## src/rtl/eth_rx_frame_parser.sv

```systemverilog
// GMII receive frame parser: strips preamble/SFD/FCS, filters on destination MAC and flags
// length errors. Define ETH_RX_CRC_CHECK_EN to also flag frames whose CRC-32 check fails.
module eth_rx_frame_parser #(
  parameter logic [47:0] BOARD_MAC = 48'h00_11_22_33_44_55,
  parameter int          PRE_MIN   = 1,
  parameter int          MIN_LEN   = 64,
  parameter int          MAX_LEN   = 1518
) (
  input  logic       clk,
  input  logic       rst_n,
  input  logic       gmii_rx_dv,
  input  logic [7:0] gmii_rxd,
  output logic [7:0] rx_data,
  output logic       rx_valid,
  output logic       rx_sop,
  output logic       rx_eop,
  output logic       rx_err,
  output logic       rx_busy
);

  typedef enum logic [1:0] {IDLE, PREAMBLE, DATA, DROP} state_t;

  localparam int          DL_DEPTH  = 5;
  localparam logic [2:0]  PRE_MIN_C = 3'(PRE_MIN);
  localparam logic [10:0] MIN_POS   = 11'(MIN_LEN);
  localparam logic [10:0] MAX_POS   = 11'(MAX_LEN);
  localparam logic [10:0] DA_POS    = 11'(DL_DEPTH);

  state_t      state, state_nxt;
  logic [2:0]  pre_cnt;
  logic [10:0] pos;
  logic [7:0]  dl [DL_DEPTH];
  logic        wait_idle;

  logic        is_pre, is_sfd, sfd_hit, da_pos, da_ok, over_pos, len_err, crc_err;
  logic        emit, emit_sop, emit_eop, emit_err;
  logic [47:0] da;

  assign is_pre   = (gmii_rxd == 8'h55);
  assign is_sfd   = (gmii_rxd == 8'hD5);
  assign sfd_hit  = (state == PREAMBLE) && gmii_rx_dv && is_sfd && (pre_cnt >= PRE_MIN_C);
  assign da_pos   = (pos == DA_POS);
  assign over_pos = (pos == MAX_POS);
  assign len_err  = (pos < MIN_POS);
  // DA bytes 0..4 sit in the delay line while byte 5 is on the input.
  assign da       = {dl[4], dl[3], dl[2], dl[1], dl[0], gmii_rxd};
  assign da_ok    = (da == BOARD_MAC) || (da == 48'hFFFF_FFFF_FFFF);

  always_ff @(posedge clk) begin
    if (!rst_n) state <= IDLE;
    else        state <= state_nxt;
  end

  // NOTE: every always_comb output gets a default first so no path can infer a latch.
  always_comb begin
    state_nxt = state;
    case (state)
      IDLE: begin
        if (gmii_rx_dv) state_nxt = (is_pre && !wait_idle) ? PREAMBLE : DROP;
      end
      PREAMBLE: begin
        if (!gmii_rx_dv)  state_nxt = IDLE;
        else if (sfd_hit) state_nxt = DATA;
        else if (!is_pre) state_nxt = DROP;
      end
      DATA: begin
        if (!gmii_rx_dv)             state_nxt = IDLE;
        else if (da_pos && !da_ok)   state_nxt = DROP;
        else if (over_pos)           state_nxt = DROP;
      end
      DROP: begin
        if (!gmii_rx_dv) state_nxt = IDLE;
      end
      default: state_nxt = IDLE;
    endcase
  end

  // Byte k leaves the delay line when position k+5 is sampled (data or the first dv=0).
  always_comb begin
    emit     = 1'b0;
    emit_sop = 1'b0;
    emit_eop = 1'b0;
    emit_err = 1'b0;
    rx_busy  = (state == DATA);
    if (state == DATA) begin
      if (gmii_rx_dv) begin
        if (da_pos) begin
          emit     = da_ok;
          emit_sop = da_ok;
        end else if (pos > DA_POS) begin
          emit     = 1'b1;
          emit_eop = over_pos;
          emit_err = over_pos;
        end
      end else if (pos > DA_POS) begin
        emit     = 1'b1;
        emit_eop = 1'b1;
        emit_err = len_err || crc_err;
      end
    end
  end

  // NOTE: the delay line is cleared on reset so a stale DA can never pass the filter.
  always_ff @(posedge clk) begin
    if (!rst_n) begin
      pre_cnt   <= 3'd0;
      pos       <= 11'd0;
      wait_idle <= 1'b1;
      for (int i = 0; i < DL_DEPTH; i++) dl[i] <= 8'h00;
    end else begin
      if (!gmii_rx_dv) wait_idle <= 1'b0;

      if (state == IDLE)
        pre_cnt <= 3'd1;
      else if (state == PREAMBLE && gmii_rx_dv && is_pre && pre_cnt != 3'd7)
        pre_cnt <= pre_cnt + 3'd1;

      if (sfd_hit) begin
        pos <= 11'd0;
        for (int i = 0; i < DL_DEPTH; i++) dl[i] <= 8'h00;
      end else if (state == DATA && gmii_rx_dv) begin
        if (pos != 11'h7FF) pos <= pos + 11'd1;
        dl[0] <= gmii_rxd;
        for (int i = 1; i < DL_DEPTH; i++) dl[i] <= dl[i-1];
      end
    end
  end

  // NOTE: sequential state uses non-blocking assignments so every flop samples pre-edge values.
  always_ff @(posedge clk) begin
    if (!rst_n) begin
      rx_data  <= 8'h00;
      rx_valid <= 1'b0;
      rx_sop   <= 1'b0;
      rx_eop   <= 1'b0;
      rx_err   <= 1'b0;
    end else begin
      rx_data  <= emit ? dl[DL_DEPTH-1] : 8'h00;
      rx_valid <= emit;
      rx_sop   <= emit_sop;
      rx_eop   <= emit_eop;
      rx_err   <= emit_err;
    end
  end

`ifdef ETH_RX_CRC_CHECK_EN
  logic [31:0] crc;

  function automatic logic [31:0] crc32_step(input logic [31:0] c, input logic [7:0] d);
    logic [31:0] r;
    r = c;
    for (int i = 0; i < 8; i++)
      r = (r[0] ^ d[i]) ? ((r >> 1) ^ 32'hEDB8_8320) : (r >> 1);
    return r;
  endfunction

  always_ff @(posedge clk) begin
    if (!rst_n)                            crc <= 32'hFFFF_FFFF;
    else if (sfd_hit)                      crc <= 32'hFFFF_FFFF;
    else if (state == DATA && gmii_rx_dv)  crc <= crc32_step(crc, gmii_rxd);
  end

  // Running the register over data plus FCS leaves the fixed residue on a good frame.
  assign crc_err = (crc != 32'hDEBB_20E3);
`else
  assign crc_err = 1'b0;
`endif

endmodule
```

## config.mk

```make
export PLATFORM = sky130hd
export DESIGN_NAME = eth_rx_frame_parser
export DESIGN_NICKNAME = d
export VERILOG_FILES = /design/src/rtl/eth_rx_frame_parser.sv
export SDC_FILE = /design/constraint.sdc
export NUM_CORES = 1
export LEC_CHECK = 0
export ABC_AREA = 1
export CORE_UTILIZATION = 35
export CTS_BUF_LIST = sky130_fd_sc_hd__clkbuf_2
export DETAILED_ROUTE_END_ITERATION = 6
export DONT_BUFFER_PORTS = 1
export PLACE_DENSITY = 0.56
export SKIP_LAST_GASP = 1
export SLEW_MARGIN = 15
export SYNTH_ARGS = -nofsm -noshare
export SYNTH_HDL_FRONTEND = slang
export SYNTH_SLANG_ARGS = --single-unit
export TNS_END_PERCENT = 5
```

## constraint.sdc

```tcl
create_clock -name clk -period 3.6 [get_ports clk]
set_input_delay 0.72 -clock clk [delete_from_list [all_inputs] [get_ports clk]]
set_output_delay 0.72 -clock clk [all_outputs]
set_load 0.05 [all_outputs]
```

==> metrics.log, run 1 <==
[metrics] Worst VDD drop: 0.231 mV
[metrics] power per cell area: 498 nW/um^2
[metrics] fraction of layout instances using a drive strength above 1: 0.0820
[metrics] Startpoint Class: flop
[metrics] actual slew at the worst max-slew pin: 509 ps
[metrics] clock input transition at the sequential cells of the worst setup and hold paths: 180 ps
[metrics] maximum number of pins on one net before global-route repair: 42
[metrics] total number of clock tree sinks: 69
[metrics] worst path bufs/invs: 5
[metrics] remaining max-slew budget at the tightest pin: 0.660
[metrics] share of the clock period used by the worst path: 0.613
[metrics] Setup TNS: 0 ps
[metrics] depth of the worst register-to-register path: 9
[metrics] y dimension of the die: 98.7 um
[metrics] final-stage net count: 439
[metrics] maximum buffer depth of the clock tree: 2
[metrics] capture instance of the worst register-to-register path: dl[0][37]
[metrics] most frequent standard cell in the layout excluding fill and tap cells: nor2_1
[metrics] cells traversed along the worst timing path: inv_2, nor2_2, buf_4, nand2_1, nor2_1, inv_1, buf_4, nand2_1, buf_4
[metrics] row count: 34
[metrics] footprint of the multi-input gates: 1160 um^2
[metrics] final HPWL from detailed placement: 4130 um
[metrics] maximum level of the CTS H-tree: 3
[metrics] area share of the largest cell type after synthesis: 0.367
[metrics] Hold Fails Final Rpt: 0
[metrics] # fillers: 903
[metrics] synthesized area per cell: 7.91 um^2
[metrics] number of buffers inserted during clock tree synthesis: 9
[metrics] class of the tightest hold or removal check: in -> reg
[metrics] launch instance of the worst min-delay path: rst_n
[metrics] number of distinct library cell variants in the gate-level netlist after synthesis: 26
[metrics] Congestion Overflow GR: 0
[metrics] detailed-route wire length per cell: 10.7 um
[metrics] synthesized area: 3280 um^2
[metrics] total of cells resized after clock tree synthesis: 0
[metrics] stage delay of the slowest cell on the critical path: 430 ps
[metrics] gate count of the mapped netlist: 414
[metrics] Initial Util: 0.368
[metrics] top cell family by delay on the critical path: buffers and inverters
[metrics] cell type of the slowest stage on the worst timing path: buf_4
[metrics] # IOs: 24
[metrics] post-synthesis register bit count: 69
[metrics] Max-Cap Viols: 0
[metrics] FF+latch area: 1780 um^2
[metrics] maximum clock frequency: 0.453 GHz
[metrics] latest clock arrival within the worst-skew pair: 500 ps
[metrics] sequential-to-total area share from yosys stat: 0.544
[metrics] total wire length after detailed routing: 5700 um
[metrics] area inside the core boundary: 8890 um^2
[metrics] synth top area cells: edfxtp_1 (37%), dfxtp_1 (18%), nor2_1 (11%)
[metrics] Reg-to-Reg Start: state[1]
[metrics] number of antenna violations at the first check in global routing: 0
[metrics] number of input and output port buffers inserted: 0
[metrics] total setup violations reported at the end of the flow: 0
[metrics] static power due to leakage: 0.00152 uW
[metrics] clock tree from TritonCTS: done
[metrics] count of antenna diodes in the layout: 0
[metrics] die outline width: 98.7 um
[metrics] First DRT Iteration DRCs: 112
[metrics] required time worst endpoint: 3740 ps
[metrics] number of vias in the routed layout: 2396
[metrics] vias in the first global route: 2336
[metrics] number of buffers inserted by post-CTS setup repair: 0
[metrics] Synth warnings: 0
[metrics] R2R Setup Slk: 1390 ps
[metrics] setup clock skew after layout: 23.4 ps
[metrics] CP dominant cell by count: buf_4
[metrics] Final WS setup: 1390 ps
[metrics] remaining routing DRC violations: 0
[metrics] nature of the critical path endpoint: flop
[metrics] Final Total Pwr: 1760 uW
[metrics] total count of max-transition violations in the final report: 0
[metrics] total iterations of the first detailed-routing run: 4
[metrics] GRT Total Usage: 0.134
[metrics] startpoint of the most critical setup path: state[1]
[metrics] Worst Setup Path Type: reg -> reg
[metrics] post-place setup slack: 1280 ps
[metrics] Critical Path Fanout Max: 41
[metrics] count of nets left with antenna violations after detail routing: 0
[metrics] first-pass GRT wire length: 10100 um
[metrics] Avg Vias per Cell: 4.48
[metrics] floorplan die area: 9750 um^2
[metrics] arrival time of data at the critical path endpoint: 2350 ps
[metrics] synthesized net count: 431
[metrics] outcome: finished, final reports clean
[metrics] post-synthesis to final-layout area growth: 7.79%
[metrics] crit path to: dl[0][37]
[metrics] weighted congestion at the end of routability-driven global placement: 0.875
[metrics] RSZ-0062 raised after global routing: false
[metrics] number of cells on the critical path: 9
[metrics] # hold bufs at CTS: 0
[metrics] clock root buffer master: clkbuf_2
[metrics] largest area contributor in the netlist: edfxtp_1
[metrics] top library cells by usage in the layout, fill and taps aside: nor2_1 (98), nand2_1 (96), inv_1 (72), edfxtp_1 (40), dfxtp_1 (29)
[metrics] final critical delay including setup and external delays: 2210 ps
-- registers in the layout, indices dropped and copies added (netlist names) --
name	flops
rx_data	8
rx_eop	1
pos	11
rx_sop	1
pre_cnt	3
rx_err	1
dl	40
rx_valid	1
state	2
wait_idle	1
-- layout make-up --
class | instances | area share
clock inverter | 6 | 0.0220
inverter | 80 | 0.0850
timing repair buffer | 3 | 0.00638
tap | 108 | 0.0383
multi-input combinational | 259 | 0.330
sequential | 69 | 0.505
clock buffer | 10 | 0.0142
-- power by group --
| group | total [uW] | internal (uW) | switching, uW | leakage, uW |
|---|---|---|---|---|
| logic | 302 | 91.2 | 210 | 0.000784 |
| registers | 963 | 916 | 47.1 | 0.000651 |
| clock network | 493 | 227 | 267 | 0.0000808 |
| total | 1760 | 1230 | 524 | 0.00152 |
-- cell families after synthesis --
logic type | count (synthesis) | share of synthesized area
adder cells (fa/ha/maj) | 6 | 0.0229
AND/OR/NAND/NOR | 227 | 0.283
buffers and inverters | 86 | 0.101
XOR/XNOR | 2 | 0.00535
flip-flops | 69 | 0.544
AO/OA/AOI/OAI | 24 | 0.0435
-- per-layer routing --
| layer | vias to the layer above | track usage | part of all wire |
|---|---|---|---|
| met5 | - | 0 | 0 |
| met4 | 0 | 0.0620 | 0.022 |
| met3 | 10 | 0.0440 | 0.046 |
| met2 | 46 | 0.221 | 0.46 |
| met1 | 1047 | 0.159 | 0.47 |
| li1 | 1293 | - | - |
-- synthesized netlist by cell type (all sizes together) --
cell type	n
nor2	101
o21ai	5
inv	80
nor4	1
clkbuf	5
o31ai	1
o211ai	2
edfxtp	40
nand2	98
nand3	16
a21oi	13
a211oi	3
nor3	5
ha	6
buf	1
dfxtp	29
nand4	6
xor2	2
-- how the worst min path moves through the flow --
stage          slack, ps   endpoint  depth (start not counted)
4_1_cts              210  wait_idle                          1
3_3_place_gp         430  wait_idle                          2
6_report             270  wait_idle                          1
2_1_floorplan        410  wait_idle                          2
3_5_place_dp         430  wait_idle                          2
5_1_grt              190  wait_idle                          1
-- through the flow --
stage | hold WS, ps | area [um^2] | instances | util
floorplan | 414 | 3280 | 414 | -
global placement | 433 | 3400 | 519 | 0.383
detailed placement | 433 | 3400 | 519 | 0.383
CTS | 205 | 3530 | 535 | 0.397
global route | 194 | 3530 | 535 | 0.397
finish | 271 | 3530 | 535 | 0.397
Power figures use the tool's default switching activity.
==> run 2: changes to the inputs <==
ABC_AREA = 0   (was 1)
PLACE_DENSITY = 0.58   (was 0.56)
clock period = 1.78 ns   (was 3.6 ns; I/O delays follow)
==> run 2 against run 1 <==
Net effect: the flow now finishes with violations (negative setup slack); core utilization is 4.5 points higher; non-clock buffer count up 40; power is 110% higher; wire length rose by 8.0%; clock skew decreased by 8.0 ps; clock power grew 110%; synthesized area fell by 7.6%; sequential share of layout area fell by 1.9 points; synthesized cell count decreased by 35%; cell area is 3.8% higher; die area fell by 7.5%; setup slack lost 1400 ps; critical endpoint is now rx_data[0].
==> metrics.log, run 2 <==
[metrics] static power due to leakage: 0.00141 uW (-7.0%)
[metrics] biggest registers after layout: dl x40, pos x11, rx_data x8
[metrics] synthesized area: 3030 um^2 (-7.6%)
[metrics] weighted congestion at the end of routability-driven global placement: 0.813 (-7.1%)
[metrics] Avg Vias per Cell: 4.92 (+9.9%)
[metrics] # fillers: 801 (-11%)
[metrics] remaining routing DRC violations: 0 (unchanged)
[metrics] count of nets left with antenna violations after detail routing: 0 (unchanged)
[metrics] Synth top cells by count: and2_1 (41), edfxtp_1 (40), dfxtp_1 (29)
[metrics] power per cell area: 1010 nW/um^2 (+100%)
[metrics] depth of the worst register-to-register path: 6 (-3)
[metrics] number of vias in the routed layout: 2077 (-13%)
[metrics] top cell family by delay on the critical path: simple AND/OR/NAND/NOR gates
[metrics] final-stage net count: 329 (-25%)
[metrics] count of antenna diodes in the layout: 0 (unchanged)
[metrics] most frequent standard cell in the layout excluding fill and tap cells: and2_1
[metrics] sequential-to-total area share from yosys stat: 0.589 (+0.0447)
[metrics] R2R Setup Slk: -50 ps (-1440 ps)
[metrics] Final Instance Count excl. Fillers: 422 (-21%)
[metrics] total wire length after detailed routing: 6160 um (+8.0%)
[metrics] most repeated cell in the gate-level netlist after synthesis: and2_1
[metrics] total number of clock tree sinks: 69 (unchanged)
[metrics] crit path to: rx_data[0]
[metrics] capture instance of the worst register-to-register path: rx_data[0]
[metrics] maximum buffer depth of the clock tree: 2 (unchanged)
[metrics] cell type of the slowest stage on the worst timing path: or4_4
[metrics] number of flops mapped to enable cells by yosys: 40 (unchanged)
[metrics] share of the clock period used by the worst path: 1.03 (+0.413)
[metrics] maximum level of the CTS H-tree: 3 (unchanged)
[metrics] # IOs: 24 (unchanged)
[metrics] total count of max-transition violations in the final report: 0 (unchanged)
[metrics] number of input and output port buffers inserted: 0 (unchanged)
[metrics] Initial Util: 0.365 (-0.00373)
[metrics] outcome: finished with violations
[metrics] Setup TNS: -343 ps (-343 ps)
[metrics] synthesized net count: 285 (-34%)
[metrics] wire length on met2: 2830 um (+7.4%)
[metrics] Max-Cap Viols: 0 (unchanged)
[metrics] RSZ-0062 raised after global routing: true
[metrics] synth top area cells: edfxtp_1 (40%), dfxtp_1 (19%), and2_1 (8.5%)
[metrics] final HPWL from detailed placement: 4020 um (-2.7%)
[metrics] largest register by flop count: dl
[metrics] startpoint of the most critical setup path: pos[8]
[metrics] most frequently used flop master after synthesis: edfxtp_1
[metrics] post-synthesis to final-layout area growth: 21.1%
[metrics] die outline width: 95.0 um (-3.8%)
[metrics] Synth warnings: 0 (unchanged)
[metrics] clock input transition at the sequential cells of the worst setup and hold paths: 190 ps (about the same)
[metrics] Met3 Routed Length: 398 um (+53%)
[metrics] Design Area, Final: 3670 um^2 (+3.8%)
[metrics] remaining max-slew budget at the tightest pin: 0.676 (+0.0157)
[metrics] setup clock skew after layout: 15.4 ps (-8.02 ps)
[metrics] stage delay of the slowest cell on the critical path: 570 ps (+140 ps)
[metrics] number of antenna violations at the first check in global routing: 0 (unchanged)
[metrics] worst path bufs/invs: 0 (-5)
[metrics] ys async rst share: 0 (unchanged)
[metrics] class of the tightest hold or removal check: in -> reg
[metrics] Hold Fails Final Rpt: 0 (unchanged)
[metrics] maximum clock frequency: 0.548 GHz (+21%)
[metrics] Reg-to-Reg Start: pos[8]
[metrics] clock root buffer master: clkbuf_2
[metrics] total iterations of the first detailed-routing run: 5 (+1)
[metrics] fraction of layout instances using a drive strength above 1: 0.230 (+0.148)
[metrics] arrival time of data at the critical path endpoint: 2300 ps (-50 ps)
[metrics] gate count of the mapped netlist: 268 (-35%)
[metrics] First DRT Iteration DRCs: 104 (-7.1%)
[metrics] first-pass GRT wire length: 9890 um (-2.3%)
[metrics] Worst VDD drop: 0.579 mV (+150%)
[metrics] Worst Setup Path Type: reg -> reg
[metrics] number of cells on the critical path: 6 (-3)
[metrics] latest clock arrival within the worst-skew pair: 510 ps (about the same)
[metrics] floorplan die area: 9020 um^2 (-7.5%)
[metrics] cells traversed along the worst timing path: or4_4, nor3_4, and3_4, nand2_2, o21a_4, nor2b_2
[metrics] clock tree from TritonCTS: done
[metrics] required time worst endpoint: 2250 ps (-1490 ps)
[metrics] Final Total Pwr: 3720 uW (+110%)
[metrics] largest area contributor in the netlist: edfxtp_1
[metrics] Critical Path Fanout Max: 9 (-78%)
[metrics] detailed-route wire length per cell: 14.6 um (+37%)
[metrics] GRT Total Usage: 0.151 (+0.0165)
[metrics] total setup violations reported at the end of the flow: 10 (+10)
[metrics] vias in the first global route: 1957 (-16%)
[metrics] max FFs per register: 40 (unchanged)
[metrics] Congestion Overflow GR: 0 (unchanged)
[metrics] number of distinct library cell variants in the gate-level netlist after synthesis: 43 (+65%)
[metrics] synthesized area per cell: 11.3 um^2 (+43%)
[metrics] maximum number of pins on one net before global-route repair: 41 (-2.4%)
[metrics] failing checks: negative setup slack
[metrics] row count: 33 (-2.9%)
[metrics] top routing layer in use: met4
[metrics] actual slew at the worst max-slew pin: 486 ps (-23.6 ps)
[metrics] top library cells by usage in the layout, fill and taps aside: and2_1 (41), edfxtp_1 (40), buf_4 (31), dfxtp_1 (29)
[metrics] final critical delay including setup and external delays: 1830 ps (-380 ps)
[metrics] routed metal-1 wire length: 2840 um (+6.0%)
[metrics] nature of the critical path endpoint: flop
[metrics] area inside the core boundary: 8300 um^2 (-6.7%)
[metrics] total placed cells including tap cells: 394 (-24%)
[metrics] area share of the largest cell type after synthesis: 0.397 (+0.0302)
[metrics] Final WS setup: -45.8 ps (-1440 ps)
[metrics] post-synthesis register bit count: 69 (unchanged)
[metrics] y dimension of the die: 95.0 um (-3.8%)
[metrics] cell area after placement: 3380 um^2 (-0.66%)
[metrics] Startpoint Class: flop
[metrics] number of buffers inserted during clock tree synthesis: 9 (unchanged)
-- run 2: per-stage QoR --
step / util / hold slack, ps / worst slack (ps)
5_1_grt: 0.442 / 1.53 / -147
3_5_place_dp: 0.407 / 427 / -175
6_report: 0.442 / 39.1 / -45.8
2_1_floorplan: - / 423 / -25.7
4_1_cts: 0.432 / 2.81 / -65.5
3_3_place_gp: 0.407 / 422 / -146
-- run 2: repair_timing --
action	CTS	global route
cloned	1	0
resized for setup	4	3
pin swaps	3	1
endpoints found under the hold margin	6	6
hold buffers	4	6
endpoints found under the setup margin	51	57
setup buffers	1	0
-- run 2: worst min-delay path by stage --
stage                     start        end  slack, ps  depth (start not counted)
global route        gmii_rxd[3]   dl[0][3]          2                          1
detailed placement        rst_n  wait_idle        430                          1
floorplan             wait_idle  wait_idle        420                          2
CTS                 gmii_rxd[5]   dl[0][5]          3                          1
finish              gmii_rxd[3]   dl[0][3]         40                          1
global placement          rst_n  wait_idle        420                          1
-- run 2: worst reg2reg max path: stages, from the launching register on --
cell and delay (ps):
dfxtp_1 350, or4_4 570, nor3_4 190, and3_4 220, nand2_2 60, o21a_4 270
nor2b_2 120
-- run 2: area by class of cell --
class	count	area, um^2	area share
Sequential cell	69	1780	0.486
Multi-Input combinational cell	180	1220	0.333
Timing Repair Buffer	43	364	0.0993
Tap cell	105	131	0.0358
Clock inverter	7	90.1	0.0246
Clock buffer	9	45.0	0.0123
Inverter	9	33.8	0.00922
-- run 2: power by group --
| part | switching (uW) | internal [uW] | total (uW) |
|---|---|---|---|
| registers | 111 | 1890 | 2000 |
| logic | 356 | 339 | 695 |
| clock network | 570 | 459 | 1030 |
| total | 1040 | 2680 | 3720 |
-- run 2: metal layers --
metal / vias up / global-route usage
met1: 972 / 0.205
met3: 9 / 0.0451
met4: 0 / 0.0669
met2: 51 / 0.220
met5: - / 0
li1: 1045 / -
-- run 2: cells by family after synthesis --
logic type               share of synthesized area
AO/OA/AOI/OAI                               0.0442
adder cells (fa/ha/maj)                     0.0248
flip-flops                                   0.589
XOR/XNOR                                    0.0289
buffers and inverters                       0.0260
multiplexers                               0.00661
AND/OR/NAND/NOR                              0.281
==> run 3: changes to the inputs <==
GPL_TIMING_DRIVEN = 0   (was unset)
SLEW_MARGIN = 30   (was 15)
==> run 3 against run 2 <==
Net effect: the flow still finishes with violations (negative setup slack); global-route usage fell by 0.60 points; critical path type unchanged; sequential cell count unchanged; cell area decreased by 3.4%; die area stayed put; worst hold slack improved by 4.2 ps; sequential power about the same; critical path depth decreased by 1; clock skew shrank 5.4 ps; count of clock-buffer cells in the layout is the same; cell count decreased by 4.0%.
==> metrics.log, run 3 (same netlist as run 2, synthesis figures left out) <==
[metrics] actual slew at the worst max-slew pin: 477 ps (-9.11 ps)
[metrics] depth of the worst register-to-register path: 5 (-1)
[metrics] First DRT Iteration DRCs: 49 (-53%)
[metrics] vias in the first global route: 1932 (-1.3%)
[metrics] launch instance of the worst min-delay path: gmii_rxd[1]
[metrics] clock network power share: 0.281 (+0.005)
[metrics] most frequent standard cell in the layout excluding fill and tap cells: and2_1
[metrics] total iterations of the first detailed-routing run: 4 (-1)
[metrics] share of the clock period used by the worst path: 1.01 (-0.0108)
[metrics] final HPWL from detailed placement: 3780 um (-6.1%)
[metrics] y dimension of the die: 95.0 um (unchanged)
[metrics] setup clock skew after layout: 9.99 ps (-5.43 ps)
[metrics] clock root buffer master: clkbuf_2
[metrics] switching power summed over all nets: 1030 uW (-0.28%)
[metrics] cell area after placement: 3170 um^2 (-6.1%)
[metrics] die outline width: 95.0 um (unchanged)
[metrics] class of the tightest hold or removal check: in -> reg
[metrics] fraction of layout instances using a drive strength above 1: 0.233 (+0.00305)
[metrics] hold endpoint: dl[0][1]
[metrics] maximum level of the CTS H-tree: 3 (unchanged)
[metrics] total wire length after detailed routing: 5930 um (-3.7%)
[metrics] failing checks: negative setup slack
[metrics] weighted congestion at the end of routability-driven global placement: 0.847 (+4.2%)
[metrics] Hold Fails Final Rpt: 0 (unchanged)
[metrics] first-pass GRT wire length: 9570 um (-3.3%)
[metrics] number of buffers inserted during clock tree synthesis: 9 (unchanged)
[metrics] power per cell area: 1030 nW/um^2 (+1.0%)
[metrics] latest clock arrival within the worst-skew pair: 500 ps (about the same)
[metrics] count of nets left with antenna violations after detail routing: 0 (unchanged)
[metrics] Congestion Overflow GR: 0 (unchanged)
[metrics] Final Total Pwr: 3630 uW (-2.4%)
[metrics] number of antenna violations at the first check in global routing: 0 (unchanged)
[metrics] maximum clock frequency: 0.554 GHz (+1.1%)
[metrics] Startpoint Class: flop
[metrics] top cell family by delay on the critical path: compound AO/OA/AOI/OAI gates
[metrics] count of antenna diodes in the layout: 0 (unchanged)
[metrics] clock input transition at the sequential cells of the worst setup and hold paths: 180 ps (about the same)
[metrics] arrival time of data at the critical path endpoint: 2260 ps (-40 ps)
[metrics] nature of the critical path endpoint: flop
[metrics] capture instance of the worst register-to-register path: rx_data[1]
[metrics] total number of clock tree sinks: 69 (unchanged)
[metrics] maximum buffer depth of the clock tree: 2 (unchanged)
[metrics] top library cells by usage in the layout, fill and taps aside: and2_1 (41), edfxtp_1 (40), dfxtp_1 (22), nand4_1 (19), nor2_1 (19)
[metrics] final-stage net count: 312 (-5.2%)
[metrics] number of vias in the routed layout: 2004 (-3.5%)
[metrics] cell type of the slowest stage on the worst timing path: edfxtp_1
[metrics] Initial Util: 0.365 (unchanged)
[metrics] static power due to leakage: 0.00130 uW (-7.5%)
[metrics] clock tree from TritonCTS: done
[metrics] Final Instance Count excl. Fillers: 405 (-4.0%)
[metrics] detailed-route wire length per cell: 14.6 um (+0.32%)
[metrics] row count: 33 (unchanged)
[metrics] RSZ-0062 raised after global routing: true
[metrics] area inside the core boundary: 8300 um^2 (unchanged)
[metrics] Final WS setup: -26.6 ps (+19.2 ps)
[metrics] max FFs per register: 40 (unchanged)
[metrics] remaining routing DRC violations: 0 (unchanged)
[metrics] Worst Hold Margin: 43.3 ps (+4.19 ps)
[metrics] total count of max-transition violations in the final report: 0 (unchanged)
[metrics] post-place setup slack: -350 ps (-174 ps)
[metrics] Worst Setup Path Type: reg -> reg
[metrics] Comb power frac: 0.158 (-0.029)
[metrics] required time worst endpoint: 2240 ps (about the same)
[metrics] part of the total power dissipated in sequential elements: 0.560 (+0.023)
[metrics] Critical Path Fanout Max: 9 (unchanged)
[metrics] biggest registers after layout: dl x40, pos x11, rx_data x8
[metrics] # IOs: 24 (unchanged)
[metrics] Reg-to-Reg Start: dl[0][36]
[metrics] Avg Vias per Cell: 4.95 (+0.54%)
[metrics] maximum number of pins on one net before global-route repair: 13 (-68%)
[metrics] internal power contribution: 2600 uW (-3.2%)
[metrics] total setup violations reported at the end of the flow: 17 (+7)
[metrics] R2R Setup Slk: -30 ps (+20 ps)
[metrics] floorplan die area: 9020 um^2 (unchanged)
[metrics] Design Area, Final: 3540 um^2 (-3.4%)
[metrics] cells traversed along the worst timing path: nor4_1, nand4_1, o31a_1, o21a_4, nor2b_2
[metrics] final critical delay including setup and external delays: 1810 ps (-19.2 ps)
[metrics] number of input and output port buffers inserted: 0 (unchanged)
[metrics] remaining max-slew budget at the tightest pin: 0.682 (+0.00608)
[metrics] GRT Total Usage: 0.145 (-0.00596)
[metrics] largest register by flop count: dl
[metrics] sw frac: 0.285 (+0.00605)
[metrics] stage delay of the slowest cell on the critical path: 480 ps (-90 ps)
[metrics] total placed cells including tap cells: 373 (-5.3%)
[metrics] outcome: finished with violations
[metrics] Max-Cap Viols: 0 (unchanged)
[metrics] Worst VDD drop: 0.398 mV (-31%)
[metrics] worst path bufs/invs: 0 (unchanged)
[metrics] post-synthesis to final-layout area growth: 17.0%
[metrics] number of instances on the worst hold path: 1 (unchanged)
-- run 3: changes by cell type in the layout (fill, tap and decap cells not counted), moves of 3 or more --
cell	previous run	this run
dlygate4sd3_1	10	6
dfxtp_1	29	22
dfxtp_2	0	4
buf_4	31	8
dfxtp_4	0	3
clkbuf_1	0	5
-- run 3: worst reg2reg max path, stage by stage (launching register included) --
cell      delay (ps)
edfxtp_1         480
nor4_1           350
nand4_1          170
o31a_1           340
o21a_4           300
nor2b_2          120
-- run 3: how the worst max path moves through the flow --
stage / from / endpoint / slack (ps) / cells past startpoint
6_report: dl[0][36] / rx_data[1] / -30 / 5
2_1_floorplan: gmii_rxd[1] / dl[0][0] / -30 / 5
5_1_grt: dl[0][36] / rx_data[5] / -110 / 5
3_3_place_gp: gmii_rx_dv / dl[0][4] / -340 / 6
3_5_place_dp: gmii_rx_dv / dl[0][4] / -350 / 6
4_1_cts: pos[0] / pos[7] / -90 / 8
-- run 3: layout make-up --
class	count	area, um^2
fillers	789	4760
flip-flops and latches	69	1800
multi-input cells	183	1280
well taps	105	131
repair buffers	13	113
clock inverters	7	90.1
plain buffers	10	52.6
clock buffers	9	45.0
inverters	9	33.8
-- run 3: what timing repair did --
| item | in CTS | in global routing |
|---|---|---|
| buffers inserted | 0 | 7 |
| endpoints found under the hold margin | 3 | 3 |
| gates resized for setup | 10 | 25 |
| endpoints found under the setup margin | 103 | 94 |
| hold buffers | 3 | 3 |
| pin swaps | 2 | 4 |
| cloned | 3 | 1 |
-- run 3: metal layers --
metal  share of wire  track usage
met5               0            0
met4          0.0089       0.0492
met3           0.039       0.0459
met2            0.45        0.209
met1            0.50        0.203
-- run 3: power by group through the flow --
| stage | Clock, uW | Combinational (uW) | Sequential (uW) |
|---|---|---|---|
| 2_1_floorplan | 0 | 386 | 2000 |
| 4_1_cts | 1050 | 498 | 2030 |
| 6_report | 1020 | 575 | 2030 |
| 3_3_place_gp | 0 | 464 | 2040 |
| 5_1_grt | 1120 | 638 | 2060 |
| 3_5_place_dp | 0 | 469 | 2050 |
-- run 3: through the flow --
step,utilization,TNS (ps)
2_1_floorplan,-,-1050
3_3_place_gp,0.382,-24310
3_5_place_dp,0.382,-24650
4_1_cts,0.407,-3980
5_1_grt,0.427,-3330
6_report,0.427,-218
